`src/rtl/gpio_pkg.sv`:
```
// gpio_pkg: register map constants shared by the GPIO bank.
// Offsets select a register inside one channel's 16-byte window.
package gpio_pkg;

    localparam logic [1:0] OFF_DATA_OUT    = 2'd0;
    localparam logic [1:0] OFF_DATA_IN     = 2'd1;
    localparam logic [1:0] OFF_EDGE_MASK   = 2'd2;
    localparam logic [1:0] OFF_EDGE_STATUS = 2'd3;

    localparam int CH_STRIDE = 16;

endpackage

```
`src/rtl/gpio_channel.sv`:
```
// gpio_channel: one GPIO channel with synchroniser, rising-edge
// capture, four registers and a local combinational read mux.
module gpio_channel
    import gpio_pkg::*;
#(
    parameter int WIDTH = 8
) (
    input  logic             clk,
    input  logic             reset,
    input  logic             wr_en_i,
    input  logic [1:0]       off_i,
    input  logic [WIDTH-1:0] wr_data_i,
    input  logic [WIDTH-1:0] pin_i,
    output logic [WIDTH-1:0] gpio_o,
    output logic [WIDTH-1:0] rd_data_o,
    output logic             irq_o
);

    logic [WIDTH-1:0] out_q, out_d;
    logic [WIDTH-1:0] mask_q, mask_d;
    logic [WIDTH-1:0] status_q, status_d;
    logic [WIDTH-1:0] sync1_q, sync1_d;
    logic [WIDTH-1:0] sync2_q, sync2_d;
    logic [WIDTH-1:0] prev_q, prev_d;
    logic [WIDTH-1:0] edge_det;
    logic [WIDTH-1:0] clr;

    // Next state: pin pipeline, register writes, sticky edge capture (set beats clear).
    always_comb begin
        out_d    = out_q;
        mask_d   = mask_q;
        sync1_d  = pin_i;
        sync2_d  = sync1_q;
        prev_d   = sync2_q;
        edge_det = sync2_q & ~prev_q & mask_q;
        clr      = '0;
        if (wr_en_i && off_i == OFF_DATA_OUT) begin
            out_d = wr_data_i;
        end
        if (wr_en_i && off_i == OFF_EDGE_MASK) begin
            mask_d = wr_data_i;
        end
        if (wr_en_i && off_i == OFF_EDGE_STATUS) begin
            clr = wr_data_i;
        end
        status_d = (status_q & ~clr) | edge_det;
    end

    // State registers, all cleared by the asynchronous reset.
    always_ff @(posedge clk or negedge reset) begin
        if (!reset) begin
            out_q    <= '0;
            mask_q   <= '0;
            status_q <= '0;
            sync1_q  <= '0;
            sync2_q  <= '0;
            prev_q   <= '0;
        end else begin
            out_q    <= out_d;
            mask_q   <= mask_d;
            status_q <= status_d;
            sync1_q  <= sync1_d;
            sync2_q  <= sync2_d;
            prev_q   <= prev_d;
        end
    end

    // Local read mux over the current (pre-write) register values.
    always_comb begin
        rd_data_o = '0;
        unique case (off_i)
            OFF_DATA_OUT:    rd_data_o = out_q;
            OFF_DATA_IN:     rd_data_o = sync2_q;
            OFF_EDGE_MASK:   rd_data_o = mask_q;
            OFF_EDGE_STATUS: rd_data_o = status_q;
            default:         rd_data_o = '0;
        endcase
    end

    assign gpio_o = out_q;
    assign irq_o  = |status_q;

endmodule

```
`src/rtl/gpio_mmio_bank.sv`:
```
// gpio_mmio_bank: N_CH memory-mapped GPIO channels with a
// registered read port and a combined edge interrupt.
module gpio_mmio_bank
    import gpio_pkg::*;
#(
    parameter int N_CH   = 2,
    parameter int WIDTH  = 8,
    parameter int ADDR_W = 8
) (
    input  logic                  clk,
    input  logic                  reset,
    input  logic [ADDR_W-1:0]     addr_i,
    input  logic                  wr_en_i,
    input  logic [31:0]           wr_data_i,
    input  logic                  rd_en_i,
    output logic [31:0]           rd_data_o,
    output logic                  rd_valid_o,
    input  logic [N_CH*WIDTH-1:0] gpio_i,
    output logic [N_CH*WIDTH-1:0] gpio_o,
    output logic                  irq_o
);

    localparam int CH_LSB = $clog2(CH_STRIDE);
    localparam int CH_W   = ADDR_W - CH_LSB;

    logic [CH_W-1:0]  ch_idx;
    logic [1:0]       off;
    logic [WIDTH-1:0] ch_rd [N_CH];
    logic [N_CH-1:0]  ch_irq;
    logic [N_CH-1:0]  ch_wr;
    logic [WIDTH-1:0] sel_rd;
    logic             mapped;
    logic [31:0]      rd_data_q, rd_data_d;
    logic             rd_valid_q, rd_valid_d;
    logic             unused_bits;

    assign ch_idx      = addr_i[ADDR_W-1:CH_LSB];
    assign off         = addr_i[3:2];
    assign unused_bits = ^{addr_i[1:0], wr_data_i};

    // Channel decode: route the write strobe and pick the read source.
    always_comb begin
        mapped = 1'b0;
        ch_wr  = '0;
        sel_rd = '0;
        for (int c = 0; c < N_CH; c++) begin
            if (ch_idx == CH_W'(c)) begin
                mapped   = 1'b1;
                ch_wr[c] = wr_en_i;
                sel_rd   = ch_rd[c];
            end
        end
    end

    for (genvar g = 0; g < N_CH; g++) begin : g_ch
        gpio_channel #(
            .WIDTH(WIDTH)
        ) u_ch (
            .clk      (clk),
            .reset    (reset),
            .wr_en_i  (ch_wr[g]),
            .off_i    (off),
            .wr_data_i(wr_data_i[WIDTH-1:0]),
            .pin_i    (gpio_i[g*WIDTH +: WIDTH]),
            .gpio_o   (gpio_o[g*WIDTH +: WIDTH]),
            .rd_data_o(ch_rd[g]),
            .irq_o    (ch_irq[g])
        );
    end

    // Read response: zero-extended data, zero for unmapped channels.
    always_comb begin
        rd_data_d  = '0;
        rd_valid_d = rd_en_i;
        if (rd_en_i && mapped) begin
            rd_data_d[WIDTH-1:0] = sel_rd;
        end
    end

    // Registered read port; reset kills any pending response.
    always_ff @(posedge clk or negedge reset) begin
        if (!reset) begin
            rd_data_q  <= '0;
            rd_valid_q <= 1'b0;
        end else begin
            rd_data_q  <= rd_data_d;
            rd_valid_q <= rd_valid_d;
        end
    end

    assign rd_data_o  = rd_data_q;
    assign rd_valid_o = rd_valid_q;
    assign irq_o      = |ch_irq;

endmodule

```
`config.mk`:
```
export PLATFORM = sky130hd
export DESIGN_NAME = gpio_mmio_bank
export DESIGN_NICKNAME = d
export VERILOG_FILES = /design/src/rtl/gpio_pkg.sv /design/src/rtl/gpio_channel.sv /design/src/rtl/gpio_mmio_bank.sv
export SDC_FILE = /design/constraint.sdc
export NUM_CORES = 1
export LEC_CHECK = 0
export BUFFER_PORTS_ARGS = -buffer_cell sky130_fd_sc_hd__buf_4
export CAP_MARGIN = 10
export CORE_MARGIN = 2
export CORE_UTILIZATION = 47
export DETAILED_ROUTE_END_ITERATION = 12
export MAX_ROUTING_LAYER = met4
export PLACE_DENSITY = 0.75
export SKIP_CTS_REPAIR_TIMING = 1
export SLEW_MARGIN = 5
export SYNTH_ARGS = -nofsm -noshare
export SYNTH_HDL_FRONTEND = slang
export SYNTH_SLANG_ARGS = --single-unit
```
`constraint.sdc`:
```
create_clock -name clk -period 1.09 [get_ports clk]
set_input_delay 0.109 -clock clk [delete_from_list [all_inputs] [get_ports clk]]
set_output_delay 0.109 -clock clk [all_outputs]
set_load 0.01 [all_outputs]
```
==> impl_metrics.ini, run 1 <==
[sta]
finalCritPeriodShare = 1.51
setup_violations = 19
fmax_ghz = 0.606
slew_violations = 0
fin_crit_ns = 1.65
worst_slack_ns = -0.559
skew_ns = 0.0114
hold_viol = 0
rsz0062_at_grt = yes

[logic_synthesis]
synth_cell_type_count = 30
synth.top_cell.area_share = 0.612
synth_area_um2 = 4300
synth_top_area_cell = dfrtp_1
ys_warn_count = 0
yosys_register_bits = 105
avgSynthCellArea_um2 = 13.5
syn-instance-count = 318
seq_area_frac_synth = 0.612
ys_top_cells_by_area = dfrtp_1 (61%), mux2_2 (10%), buf_4 (4.5%)

[layout]
n_antenna_cell = 0
nets = 517
fill_cells = 630
final_cell_area_um2 = 5980
area_growth_syn_to_layout_pct = 39.3
layout.cells.most_common_list = dfrtp_1 (104), buf_4 (92), buf_6 (26)
stdcell_count = 570
layout-drive-gt1-share = 0.459
layout_commonest_cell = dfrtp_1

[global_route]
grt_usage = 0.203
grt_antenna_before_repair = 0
grt_pass1_wl_mm = 15.0
grt-ovfl-total = 0
first_global_vias = 2839
grt_max_degree = 49

[floorplanning]
initial_core_util = 0.488
die_w_um = 99.6
core_um2 = 8810
io-pin-count = 110
die_h_um = 99.6
rows = 34
design.die.area_um2 = 9920

[critical_path]
start_kind = register
slowest_delay_ns = 0.40
critPathArrivalTime_ns = 1.54
cp-end-kind = output pin
critPathMaxFanout = 2
crit_path_cell_trace = nor4_2 > buf_4 > nand4_1 > buf_4
worst-path-buf-inv = 2
path_common_cell = buf_4
critical_path_class = register to output pin
cp.required_ns = 0.98
cp_top_family = simple AND/OR/NAND/NOR gates
crit_slowest_cell = dfrtp_1

[run_status]
status = complete, but fails checks
violations = setup timing

[cts]
clk_latency_ns = 0.37
clkTransAtPathRegs_ns = 0.10
clock_sinks = 105
htree_levels = 3
cts_root_buf = clkbuf_8
clock_path_buffers = 2
cts_buffers = 9
cts_tree = yes

[place]
dp.cells = 528
post-place-ws_ns = -0.438
gp_congestion = 0.844
placed_cell_area_um2 = 5260
port_buffers = 59
post-dp-hpwl_mm = 6.72

[job]
cap_violations = 0

[power_and_ir_drop]
peakVddDrop_mv = 0.713
p_leak_nw = 2.88
cellPowerDensity_nw_per_um2 = 1410

[drt]
drtAntennaViolNets = 0
postRouteWirelength_mm = 9.84
post-route-drc-count = 0
drt_first_pass_iters = 4
vias_per_cell = 5.27
drtIter0Drc = 150
vias = 3005
wl_per_cell_um = 17.3

[hold_path]
hold_class = primary input to register
-- kinds of logic (layout without fill, tap and decap cells) --
family | Yosys count | in the layout | share of synthesized area
other | 1 | 24 | 0.000873
AO/OA/AOI/OAI | 53 | 53 | 0.0941
flip-flops | 105 | 105 | 0.612
AND/OR/NAND/NOR | 49 | 49 | 0.0760
multiplexers | 56 | 56 | 0.145
buffers and inverters | 54 | 175 | 0.0722
-- power by group --
group	switching (mW)	leakage (nW)	internal (mW)
clock network	1.28	0.117	1.43
registers	0.189	1.25	4.15
logic	0.563	1.51	0.812
-- synthesized netlist by cell type --
| master | n |
|---|---|
| or2_2 | 1 |
| and3_1 | 1 |
| nand4_1 | 3 |
| nand4b_2 | 1 |
| nor4_1 | 4 |
| nor2_1 | 2 |
| nor3b_1 | 14 |
| a211oi_1 | 14 |
| inv_1 | 16 |
| mux2_2 | 40 |
| and4bb_2 | 1 |
| buf_2 | 8 |
| o22ai_1 | 16 |
| a21o_1 | 16 |
| nor4b_4 | 1 |
| nand3_1 | 1 |
| o221a_2 | 7 |
| buf_4 | 26 |
| mux2i_1 | 15 |
| dfrtp_1 | 105 |
| or3_1 | 1 |
| clkinv_1 | 1 |
| nand3_2 | 1 |
| nand2_1 | 16 |
| mux4_2 | 1 |
| clkbuf_1 | 2 |
| conb_1 | 1 |
| and4b_1 | 1 |
| buf_1 | 1 |
| nor4b_2 | 1 |
-- registers in the layout (all words and copies together), names as in the netlist --
| signal | count |
|---|---|
| g_ch.u_ch.prev_q | 16 |
| rd_data_o | 8 |
| g_ch.u_ch.sync1_q | 16 |
| rd_valid_o | 1 |
| g_ch.u_ch.mask_q | 16 |
| g_ch.u_ch.status_q | 16 |
| g_ch.u_ch.prev_d | 16 |
| g_ch.u_ch.gpio_o | 16 |
-- worst register-to-register path, stage by stage, from the launching register on --
cell,delay (ns)
dfrtp_1,0.43
mux4_2,0.46
nor2_1,0.09
and4b_1,0.19
-- final cells by class --
| type | count | area, µm² | area share |
|---|---|---|---|
| sequential | 105 | 2630 | 0.439 |
| multi-input combinational | 182 | 1650 | 0.275 |
| timing repair buffer | 142 | 1280 | 0.214 |
| clock buffer | 12 | 155 | 0.0259 |
| tap | 108 | 135 | 0.0226 |
| clock inverter | 4 | 73.8 | 0.0123 |
| inverter | 17 | 63.8 | 0.0107 |
-- per-layer routing --
metal  part of all wire  GRT usage  vias to the layer above
met3              0.052     0.0358                       15
met5                  0          -                        -
met2               0.48      0.280                      124
met1               0.45      0.294                     1497
li1                   -          -                     1369
met4              0.018     0.0938                        0
-- worst paths after layout --
| path | from | end | slack [ns] | cells past startpoint |
|---|---|---|---|---|
| hold / removal | wr_data_i[5] | g_ch[0].u_ch.mask_q[5] | 0.02 | 2 |
| min in group asynchronous | reset | g_ch[1].u_ch.sync1_q[7] | 0.15 | 2 |
| setup reg to reg | g_ch[0].u_ch.gpio_o[6] | rd_data_o[6] | -0.18 | 3 |
| hold reg to reg | g_ch[1].u_ch.sync1_q[6] | g_ch[1].u_ch.prev_d[6] | 0.35 | 0 |
| setup / recovery | g_ch[1].u_ch.status_q[6] | irq_o | -0.56 | 4 |
| max in group asynchronous | reset | g_ch[1].u_ch.gpio_o[1] | 0.39 | 3 |
-- metrics by stage --
| step | hold slack, ns | TNS (ns) | power, mW | util |
|---|---|---|---|---|
| 6_report | 0.0221 | -1.34 | 8.42 | 0.679 |
| 3_3_place_gp | 0.0130 | -14.70 | 5.49 | 0.598 |
| 2_1_floorplan | -0.187 | -4.97 | 4.96 | - |
| 5_1_grt | 0.0211 | -2.30 | 8.80 | 0.679 |
| 3_5_place_dp | 0.0159 | -15.62 | 5.54 | 0.598 |
| 4_1_cts | -0.395 | -1.96 | 8.24 | 0.624 |
No activity file was read; power rests on OpenSTA's default activity.
==> run 2, diff against run 1 <==
--- a/config.mk
+++ b/config.mk
@@ -7,11 +7,14 @@
 export LEC_CHECK = 0
 export BUFFER_PORTS_ARGS = -buffer_cell sky130_fd_sc_hd__buf_4
 export CAP_MARGIN = 10
+export CORE_ASPECT_RATIO = 1.2
 export CORE_MARGIN = 2
 export CORE_UTILIZATION = 47
 export DETAILED_ROUTE_END_ITERATION = 12
 export MAX_ROUTING_LAYER = met4
 export PLACE_DENSITY = 0.75
+export REMOVE_ABC_BUFFERS = 1
+export SETUP_SLACK_MARGIN = 0.05
 export SKIP_CTS_REPAIR_TIMING = 1
 export SLEW_MARGIN = 5
 export SYNTH_ARGS = -nofsm -noshare
==> run 2 against run 1 <==
The flow still finishes with violations (setup timing). Die area about the same. Hold slack got worse by 0.013 ns. Worst setup slack improved by 0.091 ns. Register-to-register slack improved by 0.02 ns.
==> impl_metrics.ini, run 2 (same netlist as run 1, synthesis figures left out) <==
[layout]
n_antenna_cell = 0
nets = 516
area_growth_syn_to_layout_pct = 39.5
fin_util = 0.667
final_cell_area_um2 = 5990
multi_input_area_um2 = 1590
register_area_um2 = 2630
layout-drive-gt1-share = 0.448
layout_commonest_cell = dfrtp_1
fill_cells = 631
layout.cells.most_common_list = dfrtp_1 (105), buf_4 (83), buf_6 (33)

[global_route]
grt_pass1_wl_mm = 14.9
grt-ovfl-total = 0
grt_usage = 0.204
grt_antenna_before_repair = 0
grt_max_degree = 33
first_global_vias = 2916

[power_and_ir_drop]
power.switching_mw = 1.99
p_int_mw = 6.70
p_clk_frac = 0.348
p_leak_nw = 2.88
cellPowerDensity_nw_per_um2 = 1450
sequentialPowerShare = 0.497
sw_frac_of_total = 0.229
p_total_mw = 8.69
peakVddDrop_mv = 0.869
pwr-share-comb = 0.155

[cts]
clock_sinks = 105
clk_latency_ns = 0.37
clkTransAtPathRegs_ns = 0.10
cts_buffers = 9
cts_root_buf = clkbuf_8
clock_path_buffers = 2
htree_levels = 3
cts_tree = yes

[drt]
postRouteWirelength_mm = 9.63
drt_first_pass_iters = 5
vias_per_cell = 5.18
wl_per_cell_um = 16.6
vias = 3007
drtIter0Drc = 213
post-route-drc-count = 0
drtAntennaViolNets = 0

[run_status]
violations = setup timing
status = complete, but fails checks

[floorplanning]
die_h_um = 109
rows = 38
design.die.area_um2 = 9920
io-pin-count = 110
die_w_um = 91.3
initial_core_util = 0.478
core_um2 = 8990

[place]
post-dp-hpwl_mm = 6.43
post-place-ws_ns = -0.541
gp_congestion = 0.789
placed_cell_area_um2 = 5250
port_buffers = 59

[critical_path]
cp_top_family = simple AND/OR/NAND/NOR gates
critPathMaxFanout = 2
crit_slowest_cell = dfrtp_1
cp.required_ns = 0.98
crit_path_cell_trace = nor4_1 > nand4_1 > buf_4
critPathArrivalTime_ns = 1.45
cp-end-kind = output pin
worst-path-buf-inv = 1
r2r_slack_ns = -0.16
critical_path_class = register to output pin
start_kind = register
slowest_delay_ns = 0.41

[sta]
slew_violations = 0
worst_hold_slack_ns = 0.00888
finalCritPeriodShare = 1.43
fin_crit_ns = 1.56
rsz0062_at_grt = yes
worst_slack_ns = -0.468
skew_ns = 0.0136
hold_viol = 0
setup_violations = 25
fmax_ghz = 0.642

[job]
cap_violations = 0

[hold_path]
hold_class = primary input to register
## run 2: power by group through the flow
stage | Combinational (mW) | Sequential [mW] | Clock (mW)
final | 1.34 | 4.32 | 3.03
after detailed placement | 1.12 | 4.38 | 0
after global placement | 1.09 | 4.36 | 0
after floorplan | 0.394 | 4.39 | 0
after global routing | 1.46 | 4.35 | 3.25
after CTS | 1.12 | 4.30 | 3.08
## run 2: stage by stage
step	std cells	setup TNS, ns
6_report	580	-1.13
5_1_grt	580	-2.09
4_1_cts	559	-3.46
3_5_place_dp	544	-19.79
3_3_place_gp	544	-17.05
2_1_floorplan	304	-5.70
## run 2: worst paths after layout
check                                          endpoint                      from  depth (start not counted)
worst min register to register   g_ch[1].u_ch.prev_d[0]   g_ch[1].u_ch.sync1_q[0]                          0
worst max-delay path                              irq_o  g_ch[1].u_ch.status_q[6]                          3
min in group asynchronous       g_ch[0].u_ch.sync1_q[5]                     reset                          2
worst min-delay path             g_ch[0].u_ch.mask_q[4]              wr_data_i[4]                          2
worst max register to register             rd_data_o[6]  g_ch[0].u_ch.status_q[6]                          3
max in group asynchronous                  rd_data_o[1]                     reset                          3
## run 2: final cells by class
class,instances,share of cell area
multi-input combinational,182,0.265
clock buffer,10,0.0213
tap,120,0.0251
timing repair buffer,141,0.218
clock inverter,5,0.0215
sequential,105,0.439
inverter,17,0.0106
## run 2: per-layer routing
metal	track usage	vias to the layer above	wire [µm]
li1	-	1374	-
met1	0.264	1531	4220
met2	0.317	80	4820
met3	0.0380	22	391
met4	0.0898	0	195
met5	-	-	0
